## src/rtl/loader_pkg.sv

```systemverilog
// Shared types and constants for the UART program loader and its byte receiver.
package loader_pkg;

    localparam logic [7:0] SYNC_BYTE = 8'hA5;

    typedef enum logic [2:0] {
        IDLE,
        LEN_LO,
        LEN_HI,
        DATA,
        DONE
    } loader_state_t;

    typedef enum logic [1:0] {
        RX_IDLE,
        RX_START,
        RX_BITS,
        RX_STOP
    } rx_state_t;

endpackage

```

## src/rtl/uart_rx.sv

```systemverilog
// 8N1 UART receiver: 2-flop synchronizer, mid-bit sampling, one-cycle byte/error strobes.
module uart_rx
    import loader_pkg::*;
#(
    parameter int unsigned CLKS_PER_BIT = 434
) (
    input  logic       clk,
    input  logic       rst,
    input  logic       rx,
    output logic       byte_valid,
    output logic [7:0] byte_data,
    output logic       rx_error
);

    localparam int unsigned CNT_W = (CLKS_PER_BIT > 2) ? $clog2(CLKS_PER_BIT) : 1;
    localparam logic [CNT_W-1:0] BIT_END  = CNT_W'(CLKS_PER_BIT - 1);
    localparam logic [CNT_W-1:0] HALF_END = CNT_W'(CLKS_PER_BIT / 2 - 1);

    logic             rx_meta_q, rx_sync_q, rx_prev_q;
    rx_state_t        state_q, state_d;
    logic [CNT_W-1:0] cnt_q, cnt_d;
    logic [2:0]       bit_q, bit_d;
    logic [7:0]       shift_q, shift_d;
    logic             valid_q, valid_d;
    logic             err_q, err_d;

    always_ff @(posedge clk or negedge rst) begin
        if (!rst) begin
            rx_meta_q <= 1'b1;
            rx_sync_q <= 1'b1;
            rx_prev_q <= 1'b1;
            state_q   <= RX_IDLE;
            cnt_q     <= '0;
            bit_q     <= '0;
            shift_q   <= '0;
            valid_q   <= 1'b0;
            err_q     <= 1'b0;
        end else begin
            rx_meta_q <= rx;
            rx_sync_q <= rx_meta_q;
            rx_prev_q <= rx_sync_q;
            state_q   <= state_d;
            cnt_q     <= cnt_d;
            bit_q     <= bit_d;
            shift_q   <= shift_d;
            valid_q   <= valid_d;
            err_q     <= err_d;
        end
    end

    always_comb begin
        state_d = state_q;
        cnt_d   = cnt_q;
        bit_d   = bit_q;
        shift_d = shift_q;
        valid_d = 1'b0;
        err_d   = 1'b0;
        case (state_q)
            RX_IDLE: begin
                if (rx_prev_q && !rx_sync_q) begin
                    state_d = RX_START;
                    cnt_d   = '0;
                end
            end
            RX_START: begin
                // A line back high at mid start bit was a glitch, not a start.
                if (cnt_q == HALF_END) begin
                    cnt_d = '0;
                    bit_d = '0;
                    state_d = rx_sync_q ? RX_IDLE : RX_BITS;
                end else begin
                    cnt_d = cnt_q + 1'b1;
                end
            end
            RX_BITS: begin
                if (cnt_q == BIT_END) begin
                    cnt_d   = '0;
                    shift_d = {rx_sync_q, shift_q[7:1]};
                    if (bit_q == 3'd7) begin
                        state_d = RX_STOP;
                    end else begin
                        bit_d = bit_q + 3'd1;
                    end
                end else begin
                    cnt_d = cnt_q + 1'b1;
                end
            end
            RX_STOP: begin
                if (cnt_q == BIT_END) begin
                    cnt_d   = '0;
                    state_d = RX_IDLE;
                    valid_d = rx_sync_q;
                    err_d   = !rx_sync_q;
                end else begin
                    cnt_d = cnt_q + 1'b1;
                end
            end
            default: state_d = RX_IDLE;
        endcase
    end

    assign byte_valid = valid_q;
    assign byte_data  = shift_q;
    assign rx_error   = err_q;

endmodule

```

## src/rtl/uart_program_loader.sv

```systemverilog
// Receives a length-prefixed program image over UART and writes it word by word into imem.
module uart_program_loader
    import loader_pkg::*;
#(
    parameter int unsigned CLKS_PER_BIT = 434,
    parameter int unsigned ADDR_W       = 10
) (
    input  logic              clk,
    input  logic              rst,
    input  logic              rx,
    output logic              imem_we,
    output logic [ADDR_W-1:0] imem_addr,
    output logic [31:0]       imem_wdata,
    output logic              cpu_hold,
    output logic              load_done,
    output logic              frame_error
);

    localparam logic [16:0] MAX_WORDS = 17'(32'd1 << ADDR_W);

    logic       byte_valid;
    logic [7:0] byte_data;
    logic       rx_error;

    uart_rx #(
        .CLKS_PER_BIT(CLKS_PER_BIT)
    ) u_rx (
        .clk       (clk),
        .rst       (rst),
        .rx        (rx),
        .byte_valid(byte_valid),
        .byte_data (byte_data),
        .rx_error  (rx_error)
    );

    loader_state_t     state_q, state_d;
    logic [15:0]       len_q, len_d;
    logic [15:0]       word_idx_q, word_idx_d;
    logic [1:0]        byte_cnt_q, byte_cnt_d;
    logic [23:0]       word_q, word_d;
    logic              we_q, we_d;
    logic [ADDR_W-1:0] addr_q, addr_d;
    logic [31:0]       wdata_q, wdata_d;
    logic              fe_q, fe_d;
    logic [15:0]       len_n;

    assign len_n = {byte_data, len_q[7:0]};

    always_ff @(posedge clk or negedge rst) begin
        if (!rst) begin
            state_q    <= IDLE;
            len_q      <= '0;
            word_idx_q <= '0;
            byte_cnt_q <= '0;
            word_q     <= '0;
            we_q       <= 1'b0;
            addr_q     <= '0;
            wdata_q    <= '0;
            fe_q       <= 1'b0;
        end else begin
            state_q    <= state_d;
            len_q      <= len_d;
            word_idx_q <= word_idx_d;
            byte_cnt_q <= byte_cnt_d;
            word_q     <= word_d;
            we_q       <= we_d;
            addr_q     <= addr_d;
            wdata_q    <= wdata_d;
            fe_q       <= fe_d;
        end
    end

    always_comb begin
        state_d    = state_q;
        len_d      = len_q;
        word_idx_d = word_idx_q;
        byte_cnt_d = byte_cnt_q;
        word_d     = word_q;
        we_d       = 1'b0;
        addr_d     = addr_q;
        wdata_d    = wdata_q;
        fe_d       = 1'b0;
        if (rx_error) begin
            fe_d = 1'b1;
            if (state_q == LEN_LO || state_q == LEN_HI || state_q == DATA) begin
                state_d    = IDLE;
                byte_cnt_d = '0;
                word_d     = '0;
            end
        end else if (byte_valid) begin
            case (state_q)
                IDLE, DONE: begin
                    if (byte_data == SYNC_BYTE) begin
                        state_d    = LEN_LO;
                        word_idx_d = '0;
                        byte_cnt_d = '0;
                    end
                end
                LEN_LO: begin
                    len_d   = {8'h00, byte_data};
                    state_d = LEN_HI;
                end
                LEN_HI: begin
                    len_d      = len_n;
                    word_idx_d = '0;
                    byte_cnt_d = '0;
                    if (len_n == 16'd0) begin
                        state_d = DONE;
                    end else if ({1'b0, len_n} > MAX_WORDS) begin
                        fe_d    = 1'b1;
                        state_d = IDLE;
                    end else begin
                        state_d = DATA;
                    end
                end
                DATA: begin
                    case (byte_cnt_q)
                        2'd0: word_d[7:0]   = byte_data;
                        2'd1: word_d[15:8]  = byte_data;
                        2'd2: word_d[23:16] = byte_data;
                        default: begin
                            we_d    = 1'b1;
                            addr_d  = word_idx_q[ADDR_W-1:0];
                            wdata_d = {byte_data, word_q};
                            if (word_idx_q == len_q - 16'd1) begin
                                state_d = DONE;
                            end else begin
                                word_idx_d = word_idx_q + 16'd1;
                            end
                        end
                    endcase
                    byte_cnt_d = byte_cnt_q + 2'd1;
                end
                default: state_d = IDLE;
            endcase
        end
    end

    assign imem_we     = we_q;
    assign imem_addr   = addr_q;
    assign imem_wdata  = wdata_q;
    assign frame_error = fe_q;
    assign cpu_hold    = (state_q != DONE);
    assign load_done   = (state_q == DONE);

endmodule

```

## config.mk

```make
export PLATFORM = sky130hd
export DESIGN_NAME = uart_program_loader
export DESIGN_NICKNAME = d
export VERILOG_FILES = /design/src/rtl/loader_pkg.sv /design/src/rtl/uart_rx.sv /design/src/rtl/uart_program_loader.sv
export SDC_FILE = /design/constraint.sdc
export NUM_CORES = 1
export LEC_CHECK = 0
export ABC_AREA = 1
export BUFFER_PORTS_ARGS = -buffer_cell sky130_fd_sc_hd__buf_2
export CORE_ASPECT_RATIO = 0.6
export CORE_MARGIN = 3
export CORE_UTILIZATION = 40
export CTS_CLUSTER_DIAMETER = 120
export CTS_CLUSTER_SIZE = 28
export DETAILED_ROUTE_END_ITERATION = 10
export PLACE_DENSITY = 0.54
export SYNTH_ARGS = -nofsm -noshare
export SYNTH_HDL_FRONTEND = slang
export SYNTH_HIERARCHICAL = 1
export SYNTH_SLANG_ARGS = --single-unit
```

## constraint.sdc

```tcl
create_clock -name clk -period 2.4 [get_ports clk]
set_clock_uncertainty 0.15 [all_clocks]
set_input_delay 0.12 -clock clk [delete_from_list [all_inputs] [get_ports clk]]
set_output_delay 0.12 -clock clk [all_outputs]
set_load 0.005 [all_outputs]
```

# --- Word level (Yosys, flattened, before mapping) ---
# Cells that the tools add are included.
totals:
  ff_bits: 132
  word_cells: 144
classes:
  mux: 54
  addsub: 5
  n_eq_ne: 28
  n_bitwise: 3
  n_reduce_logical: 32
  order_cmp: 1
op_table:
  columns: ["op", "n"]
  rows:
  - ["$mux 24", 4]
  - ["$mux 16", 3]
  - ["$pmux 16 s3", 1]
  - ["$pmux 16 s2", 1]
  - ["$mux 3", 10]
  - ["$reduce_and 4->1", 7]
  - ["$mux 9", 3]
  - ["$pmux 9 s3", 1]
  - ["$mux 8", 3]
  - ["$mux 2", 11]
  - ["$add 16x1->16 const B", 1]
  - ["$eq 16x16->1", 1]
  - ["$gt 16x11->1 const B", 1]
  - ["$logic_not 16->1", 1]
  - ["$sub 16x1->16 const B", 1]
  - ["$reduce_bool 2->1", 7]
  - ["$mux 1", 13]
  - ["$pmux 3 s4", 1]
  - ["$ne 2x1->1 const B", 5]
  - ["$ne 2x2->1 const B", 5]
  - ["$reduce_and 5->1", 2]
  - ["$add 9x1->9 const B", 1]
  - ["$eq 9x8->1 const B", 1]
  - ["$eq 9x9->1 const B", 1]
  - ["other kinds (27)", 38]

# --- Longest topological paths before layout ---
# Gate-level depths: netlist of the first run.
logic_depth:
  word_depth: 7
  ltp_mapped: 17
  ltp_nobuf: 16

# --- Modules after synthesis ---
# Netlist of the first run, hierarchy kept.
by_module_without_submodules:
  columns: ["mod", "area_per_inst_um2", "seq_area_each_um2", "instances", "cells_per_inst"]
  rows:
  - ["uart_program_loader", 5337.6, 2627.5, 1, 678]
  - ["uart_rx", 1358.8, 679.4, 1, 154]

# --- Worst setup path before layout of the first run ---
# Ideal clock, no wire load.
synth_path:
  kind: "reg2reg"
  startpoint: "register len_q[0]"
  endpoint: "register word_idx_q[9]"
  setup_slack_ns: 0.231
  setup_ns: 0.121
  t_arrival_ns: 1.899
  synth_period_minus_slack_ns: 2.169
  stages_incl_launch_ff: 18
  required_ns: 2.129
  cell_sequence: "dfrtp_1 > inv_1 > ha_1 > inv_1 > nand2_1 > nand2_1 > nand2_1 > nor2_1 > nand2_1 > nor2_1 > nand3_1 > nor2_2 > nand2_2 > nand2_4 > nand2_4 > buf_6 > nand2_2 > o21ai_2"
synth_via:
  elab_chain_len: 4
synth_rtl:
  columns: ["element", "line_no", "rtl"]
  rows:
  - ["start, declared", "uart_program_loader.sv:37", "logic [15:0] len_q, len_d;"]
  - ["start signal, assigned", "uart_program_loader.sv:62", "len_q <= len_d;"]
  - ["$sub 16x1->16", "uart_program_loader.sv:125", "if (word_idx_q == len_q - 16'd1) begin"]
  - ["$eq 16x16->1", "uart_program_loader.sv:125", null]
  - ["$ne 2x2->1 (no source line)", null, null]
  - ["$reduce_and 6->1 (no source line)", null, null]
  - ["end signal, assigned", "uart_program_loader.sv:63", "word_idx_q <= word_idx_d;"]
  - ["end, declared", "uart_program_loader.sv:38", "logic [15:0] word_idx_q, word_idx_d;"]
# No other way between the ends.
# A chain may end at the register's enable or synchronous reset.

# --- Worst setup path in the final report of the first run ---
layout_path:
  startpoint: "register len_q[0]"
  endpoint: "register word_idx_q[4]"
# Same word-level chain as after synthesis.

==> run metrics, run 1 <==
outcome finished clean; Async SR Flop Fraction 100%; number of enable-type register cells in the synthesized netlist 0; type of the setup path with the least slack register to register; Synth Warn # 6; TritonCTS clock tree done; # placed instances 1104; CORE AREA 0.0159 mm²; filler cell count 1503; largest family of logic cells by synthesized area simple AND/OR/NAND/NOR gates; critical-path cell with the highest stage delay sky130_fd_sc_hd__dfrtp_1; leakage power of the design 4.10 nW; crit-path most repeated cell sky130_fd_sc_hd__nand2_1; overall track demand over capacity in global routing 18.8%; final non-filler cell total 1143; largest fanout of any net on the critical path 7; fraction of the cycle the final worst path needs 95.9%; synthesized instance count 832; Post-Place Setup Slack -0.0399 ns; number of sinks handled by clock tree synthesis 132; CP Launch Point len_q[0]$_DFFE_PN0P_; syn_area_per_cell 8.05 µm²; mux contribution to synthesized area 0%; beginning of the worst register-to-register path len_q[0]$_DFFE_PN0P_; I/O Pins 49; TritonCTS Buffers 17; cell area after layout 0.00811 mm²; Root Buffer Master sky130_fd_sc_hd__clkbuf_16; net total in the final layout 923; Detailed Route WL 17100 µm; Worst Setup Slack, final 0.0975 ns; R2R cell count 15; leading post-synthesis cells by instance count sky130_fd_sc_hd__nand2_1 (217), sky130_fd_sc_hd__dfrtp_1 (129), sky130_fd_sc_hd__inv_1 (97), sky130_fd_sc_hd__o21ai_0 (91), sky130_fd_sc_hd__nor2_1 (85); type of element capturing the critical path register; fraction of layout cells with a size suffix above 1 20.5%; overall die area 0.0184 mm²; count of cell instances traversed by the critical path 15; Crit path max-delay family simple AND/OR/NAND/NOR gates; first-pass iteration count of the detailed router 5; global-route wire length before repair 27500 µm; max-capacitance violation count 0; setup repair after global routing missed its margin true; synthesized-area fraction occupied by ao, oa, aoi and oai cells 11.1%; post-route ant nets 0; netlist area before placement 0.00670 mm²; largest net degree at the start of global routing 86; Chip Width 173 µm; post-synth top area share 48.2%; clock period minus worst slack 2.30 ns; Tightest Hold Check Type input port to asynchronous set/reset pin; clock input transition at the sequential cells of the worst setup and hold paths 0.07 ns; instance area at placement 0.00733 mm²; Main synth FF type sky130_fd_sc_hd__dfrtp_1; actual slew at the worst max-slew pin 0.698 ns; endpoint of the worst register-to-register path word_idx_q[4]$_DFFE_PN0P_; capture point of the critical path word_idx_q[4]$_DFFE_PN0P_; height of the die 106 µm; DP HPWL 12200 µm; critical path data required time 2.55 ns; startpoint type of the worst setup path register; xor/xnor share of the synthesized area 2.75%; top-count cell post-synth sky130_fd_sc_hd__nand2_1; post-synthesis share of cell area spent on and, or, nand and nor gates 26.9%; count of final max-slew check failures 0; initial antenna violation count 0; number of buffers inserted by port buffering 48; register-to-register setup slack 0.1 ns; leading area contributor after synthesis sky130_fd_sc_hd__dfrtp_1; arrival time of data at the critical path endpoint 2.45 ns; standard-cell rows 35; Final setup viols 0; synthesized flop and latch total 132; post-synthesis sequential area ratio 49.4%; number of global-route vias before repair 5111; crit path cell chain inv_2 -> ha_4 -> nand2_1 -> nand2_1 -> nand2_1 -> nor2_1 -> nand2_1 -> nor2_4 -> nand3_2 -> nor2_4 -> nand2_4 -> nand2_8 -> nand2_8 -> nand2_2 -> o21ai_2; worst supply voltage drop on vdd 0.000362 V; initial detailed-routing violation count 500; pwr/cell area 674 mW/mm²; max-slew headroom at the worst pin 53.0%; Final Hold Fails 0; antenna diode instance count 0; number of vias per cell after detailed routing 4.90; biggest cell delay along the critical path 0.40 ns; number of distinct library cells after synthesis 35; Critical path buffers and inverters 1; wire per inst 15.0 µm; share of synthesized cell area in full adder, half adder and majority cells 2.24%; largest cells by area after synthesis sky130_fd_sc_hd__dfrtp_1 (48%), sky130_fd_sc_hd__nand2_1 (12%), sky130_fd_sc_hd__o21ai_0 (6.8%); Overflow after GRT 0; initial standard-cell utilization of the core 42.2%; Post-Synthesis Net Count 847; detailed-route via count 5601; H-tree levels 4; Max clock buf depth 2; synthesis-to-finish area growth 21.1%; clock latency at the later pin of the worst-skew pair 0.42 ns; routability-driven placement congestion ratio 0.894; # DRC 0; maximum clock frequency 434 MHz
-- stage by stage --
stage | setup TNS (ns) | total power, mW | hold WS (ns) | utilization, %
global placement | -0.179 | 2.87 | 0.00701 | 46.2
global route | -0.119 | 5.72 | 0.142 | 51.1
floorplan | 0 | 2.74 | -0.326 | -
detailed placement | -0.260 | 2.90 | 0.0109 | 46.2
finish | 0 | 5.46 | 0.104 | 51.1
CTS | 0 | 5.53 | 0.108 | 50.1
-- area by class of cell --
class	instances	area, µm²	area share (%)
timing repair buffer	75	492	6.07
tap	222	278	3.43
clock inverter	13	135	1.67
inverter	108	405	5.00
clock buffer	19	453	5.59
sequential	132	3310	40.8
multi-input combinational	574	3040	37.5
-- worst min path at each step --
stage / slack, ns / endpoint / startpoint
after global placement: 0.007 / imem_wdata[22]$_DFFE_PN0P_ / rst
final: 0.10 / imem_wdata[21]$_DFFE_PN0P_ / rst
after global routing: 0.14 / imem_wdata[21]$_DFFE_PN0P_ / rst
after CTS: 0.11 / imem_wdata[21]$_DFFE_PN0P_ / rst
after floorplan: -0.33 / byte_cnt_q[0]$_DFFE_PN0P_ / rst
after detailed placement: 0.01 / imem_wdata[21]$_DFFE_PN0P_ / rst
-- report_power, final --
group | leakage [nW] | internal [mW] | switching, mW
Clock | 0.290 | 1.52 | 1.09
Combinational | 1.98 | 0.154 | 0.327
Sequential | 1.83 | 2.29 | 0.0825
Total | 4.10 | 3.97 | 1.50
-- kinds of logic (layout without fill, tap and decap cells) --
group | after synthesis | after routing
and+or+nand+nor | 409 | 412
DFF | 132 | 132
adders and majority gates | 12 | 12
xor gates and xnor gates | 21 | 21
AOI/OAI and AO/OA | 129 | 129
buffers and inverters | 129 | 215
-- worst register-to-register path, delay by kind of cell (launching register included) --
kind	cells	cell delay, ns
buffers and inverters	1	0.08
AO/OA/AOI/OAI	1	0.05
flip-flops	1	0.40
adder cells (fa/ha/maj)	1	0.27
AND/OR/NAND/NOR	12	1.22
-- repair_timing --
item	CTS	global route
hold buffers	2	0
endpoints found under the hold margin	44	0
gates cloned	0	3
pin swaps	0	11
gates resized for setup	1	29
endpoints found under the setup margin	13	32
buffers inserted	0	2
-- cells in the final DEF (no fill, tap or decap), types with 10 or more instances in the layout --
cell type,instances
sky130_fd_sc_hd__nor2_1,81
sky130_fd_sc_hd__nand2_2,18
sky130_fd_sc_hd__nand2_1,208
sky130_fd_sc_hd__buf_2,47
sky130_fd_sc_hd__buf_4,22
sky130_fd_sc_hd__clkbuf_16,17
sky130_fd_sc_hd__inv_2,14
sky130_fd_sc_hd__o21ai_0,91
sky130_fd_sc_hd__xor2_1,18
sky130_fd_sc_hd__nand4_1,10
sky130_fd_sc_hd__nor3_1,11
sky130_fd_sc_hd__inv_1,94
sky130_fd_sc_hd__o21ai_2,17
sky130_fd_sc_hd__ha_1,11
sky130_fd_sc_hd__nand3_1,47
sky130_fd_sc_hd__dfrtp_1,129
-- sequential cells by signal (all words and copies together), names as in the netlist, named ones only --
signal	count
u_rx/cnt_q	9
byte_cnt_q	2
imem_wdata	32
word_idx_q	16
u_rx/rx_sync_q	1
u_rx/bit_q	3
u_rx/rx_meta_q	1
u_rx/rx_error	1
u_rx/rx_prev_q	1
imem_we	1
u_rx/byte_valid	1
len_q	16
imem_addr	10
u_rx/state_q	1
word_q	24
u_rx/byte_data	8
frame_error	1
state_q	3
-- layer usage --
| layer | track usage, % | part of all wire (%) | wire (µm) | vias to the layer above |
|---|---|---|---|---|
| met3 | 4.71 | 7.5 | 1290 | 13 |
| met4 | 4.39 | 0.53 | 91 | 0 |
| met2 | 24.2 | 37 | 6400 | 179 |
| met1 | 30.5 | 54 | 9320 | 2595 |
| li1 | - | - | - | 2814 |
| met5 | 0 | 0 | 0 | - |
(Power assumes the default switching activity.)
==> run 2: changes to the inputs <==
Settings changed: ABC_AREA 1 to not set.
==> run 2 against run 1 <==
The run now ends with negative setup slack left. Worst hold slack gained 0.024 ns. Power is 3.4% lower. Count of clock-buffer cells in the layout shrank 2. Sequential share of layout area decreased by 4.2 points. Worst setup slack worse by 0.59 ns. Synthesized cell count decreased by 19%. Routed wire length rose by 10%. First-iteration DRC count is 14% lower. Register-to-register slack worse by 0.59 ns. Critical endpoint is now word_idx_q[0]$_DFFE_PN0P_.
==> run metrics, run 2 <==
top-count cell post-synth sky130_fd_sc_hd__nand2_1; endpoint of the worst register-to-register path word_idx_q[0]$_DFFE_PN0P_; post-synthesis sequential area ratio 49.7% (+0.28 points); Global Route met1 Usage 33.0% (+2.4 points); post-route ant nets 0 (unchanged); clock latency at the later pin of the worst-skew pair 0.42 ns (about the same); Tightest Hold Check Type input port to asynchronous set/reset pin; pwr/cell area 583 mW/mm² (-13%); met3 routing resource usage after global routing 4.10% (-0.61 points); CORE AREA 0.0158 mm² (-0.28%); number of sinks handled by clock tree synthesis 132 (unchanged); count of final max-slew check failures 0 (unchanged); syn_area_per_cell 9.89 µm² (+23%); Synth Warn # 6 (unchanged); overall track demand over capacity in global routing 20.8% (+2.0 points); startpoint type of the worst setup path register; # DRC 0 (unchanged); filler cell count 1373 (-8.6%); Chip Width 173 µm (-0.27%); net total in the final layout 823 (-11%); end-of-flow core utilization 57.2% (+6.1 points); Main synth FF type sky130_fd_sc_hd__dfrtp_1; Max clock buf depth 2 (unchanged); number of global-route vias before repair 5527 (+8.1%); clock input transition at the sequential cells of the worst setup and hold paths 0.07 ns (about the same); standard-cell rows 35 (unchanged); wire per inst 18.1 µm (+21%); R2R cell count 10 (-5); synthesized flop and latch total 132 (unchanged); number of flip-flops under the largest register name 32 (unchanged); max-capacitance violation count 0 (unchanged); leading post-synthesis cells by instance count sky130_fd_sc_hd__nand2_1 (180), sky130_fd_sc_hd__dfrtp_1 (129), sky130_fd_sc_hd__mux2_2 (39), sky130_fd_sc_hd__nor2_1 (23), sky130_fd_sc_hd__clkbuf_1 (21); register-to-register setup slack -0.49 ns (-0.59 ns); detailed-route via count 5634 (+0.59%); H-tree levels 4 (unchanged); met2 usage 29.1% (+5.0 points); overall die area 0.0183 mm² (-0.54%); beginning of the worst register-to-register path len_q[0]$_DFFE_PN0P_; outcome finished with violations; netlist area before placement 0.00666 mm² (-0.56%); synthesized instance count 673 (-19%); Overflow after GRT 0 (unchanged); max-slew headroom at the worst pin 55.5% (+2.4 points); fraction of layout cells with a size suffix above 1 41.8% (+21 points); Critical path buffers and inverters 2 (+1); largest net degree at the start of global routing 70 (-19%); most used cells in the layout excluding fill and tap cells sky130_fd_sc_hd__dfrtp_1 (129), sky130_fd_sc_hd__nand2_1 (109), sky130_fd_sc_hd__buf_4 (85), sky130_fd_sc_hd__buf_2 (47), sky130_fd_sc_hd__nand2_2 (43); largest cells by area after synthesis sky130_fd_sc_hd__dfrtp_1 (48%), sky130_fd_sc_hd__nand2_1 (10%), sky130_fd_sc_hd__mux2_2 (6.6%); Worst Setup Slack, final -0.493 ns (-0.590 ns); antenna diode instance count 0 (unchanged); leading area contributor after synthesis sky130_fd_sc_hd__dfrtp_1; Async SR Flop Fraction 100% (unchanged); Root Buffer Master sky130_fd_sc_hd__clkbuf_16; maximum clock frequency 346 MHz (-20%); synthesis-to-finish area growth 35.9%; Final Hold Fails 0 (unchanged); post-synth top area share 48.5% (+0.27 points); cell area after layout 0.00905 mm² (+12%); Final setup viols 19 (+19); DP HPWL 12600 µm (+3.2%); Crit path max-delay family simple AND/OR/NAND/NOR gates; type of the setup path with the least slack register to register; I/O Pins 49 (unchanged); type of element capturing the critical path register; capture point of the critical path word_idx_q[0]$_DFFE_PN0P_; Post-Place Setup Slack -0.475 ns (-0.435 ns); number of buffers inserted by port buffering 48 (unchanged); biggest cell delay along the critical path 0.50 ns (+0.10 ns); failing checks negative setup slack; crit path cell chain inv_2 -> ha_4 -> or4b_4 -> buf_4 -> o22ai_1 -> o311ai_1 -> a2bb2oi_2 -> and3_4 -> nor2_4 -> mux2_2; number of distinct library cells after synthesis 80 (+130%); actual slew at the worst max-slew pin 0.668 ns (-0.0305 ns); height of the die 106 µm (-0.27%); Post-Synthesis Net Count 688 (-19%); number of enable-type register cells in the synthesized netlist 0 (unchanged); fraction of the cycle the final worst path needs 121% (+25 points); critical-path cell with the highest stage delay sky130_fd_sc_hd__or4b_4; TritonCTS clock tree done; initial antenna violation count 0 (unchanged); global-route wire length before repair 30400 µm (+10%); busiest metal layer after global routing met1; most common cell after layout, fill and taps aside sky130_fd_sc_hd__dfrtp_1; initial detailed-routing violation count 432 (-14%); critical path data required time 2.55 ns (about the same); number of vias per cell after detailed routing 5.40 (+10%); worst supply voltage drop on vdd 0.000460 V (+27%); CP Launch Point len_q[0]$_DFFE_PN0P_; instance area at placement 0.00760 mm² (+3.7%); first-pass iteration count of the detailed router 5 (unchanged); clock period minus worst slack 2.89 ns (+0.590 ns); largest fanout of any net on the critical path 5 (-2); setup repair after global routing missed its margin true; arrival time of data at the critical path endpoint 3.04 ns (+0.59 ns); leakage power of the design 4.96 nW (+21%); overall power consumption 5.28 mW (-3.4%); count of cell instances traversed by the critical path 10 (-5); Detailed Route WL 18900 µm (+10%); TritonCTS Buffers 17 (unchanged); initial standard-cell utilization of the core 42.1% (-0.12 points); routability-driven placement congestion ratio 0.823 (-7.9%)
run 2: power breakdown:
| part | total [mW] | switching [mW] | internal, mW |
|---|---|---|---|
| clock | 2.55 | 1.16 | 1.39 |
| sequential | 2.40 | 0.111 | 2.29 |
| combinational | 0.327 | 0.202 | 0.125 |
| total | 5.28 | 1.47 | 3.80 |
run 2: cell type report:
cell class / count / area (µm²) / area share [%]
clock buffer: 17 / 425 / 4.70
timing repair buffer: 148 / 1170 / 13.0
clock inverter: 15 / 156 / 1.73
inverter: 18 / 93.8 / 1.04
multi-input combinational: 491 / 3610 / 39.9
tap: 222 / 278 / 3.07
sequential: 132 / 3310 / 36.5
run 2: worst reg2reg max path, stage by stage, from the launching register on:
cell                        delay, ns
sky130_fd_sc_hd__dfrtp_1         0.39
sky130_fd_sc_hd__inv_2           0.09
sky130_fd_sc_hd__ha_4            0.13
sky130_fd_sc_hd__or4b_4          0.50
sky130_fd_sc_hd__buf_4           0.16
sky130_fd_sc_hd__o22ai_1         0.16
sky130_fd_sc_hd__o311ai_1        0.15
sky130_fd_sc_hd__a2bb2oi_2       0.38
sky130_fd_sc_hd__and3_4          0.36
sky130_fd_sc_hd__nor2_4          0.05
sky130_fd_sc_hd__mux2_2          0.25
run 2: stage by stage:
stage / hold WS [ns] / setup TNS, ns / cells
2_1_floorplan: -0.326 / -6.32 / 673
3_3_place_gp: 0.0222 / -10.66 / 986
3_5_place_dp: 0.0321 / -11.72 / 986
4_1_cts: 0.152 / -7.22 / 1032
5_1_grt: 0.203 / -11.74 / 1043
6_report: 0.128 / -8.18 / 1043
run 2: how the worst min path moves through the flow:
stage	startpoint	to	slack (ns)	cells after the start
after detailed placement	rst	u_rx/cnt_q[6]$_DFFE_PN0P_	0.03	1
after global placement	rst	u_rx/cnt_q[6]$_DFFE_PN0P_	0.02	1
after floorplan	rst	byte_cnt_q[0]$_DFFE_PN0P_	-0.33	0
final	rst	asynchronous set/reset pin	0.13	2
after CTS	rst	u_rx/cnt_q[6]$_DFFE_PN0P_	0.15	2
after global routing	rx	u_rx/rx_meta_q$_DFF_PN1_	0.20	2
run 2: kinds of logic after synthesis:
logic type,count (synthesis),share of synthesized area [%]
xor gates and xnor gates,15,1.97
buffers and inverters,53,4.32
and+or+nand+nor,309,22.4
muxes,43,7.22
adders and majority gates,12,2.25
AOI/OAI and AO/OA,109,12.2
DFF,132,49.7
run 2: what timing repair did:
action,4_1_cts,5_1_grt
setup endpoints to repair,62,61
hold buffers,2,0
resized for setup,29,127
buffers inserted,7,10
gates cloned,6,1
pin swaps,18,84
endpoints found under the hold margin,67,0
run 2: layer usage:
layer	up-vias	routed length [µm]
met5	-	0
met4	0	110
met3	10	851
met2	154	7910
met1	2821	10000
li1	2649	-
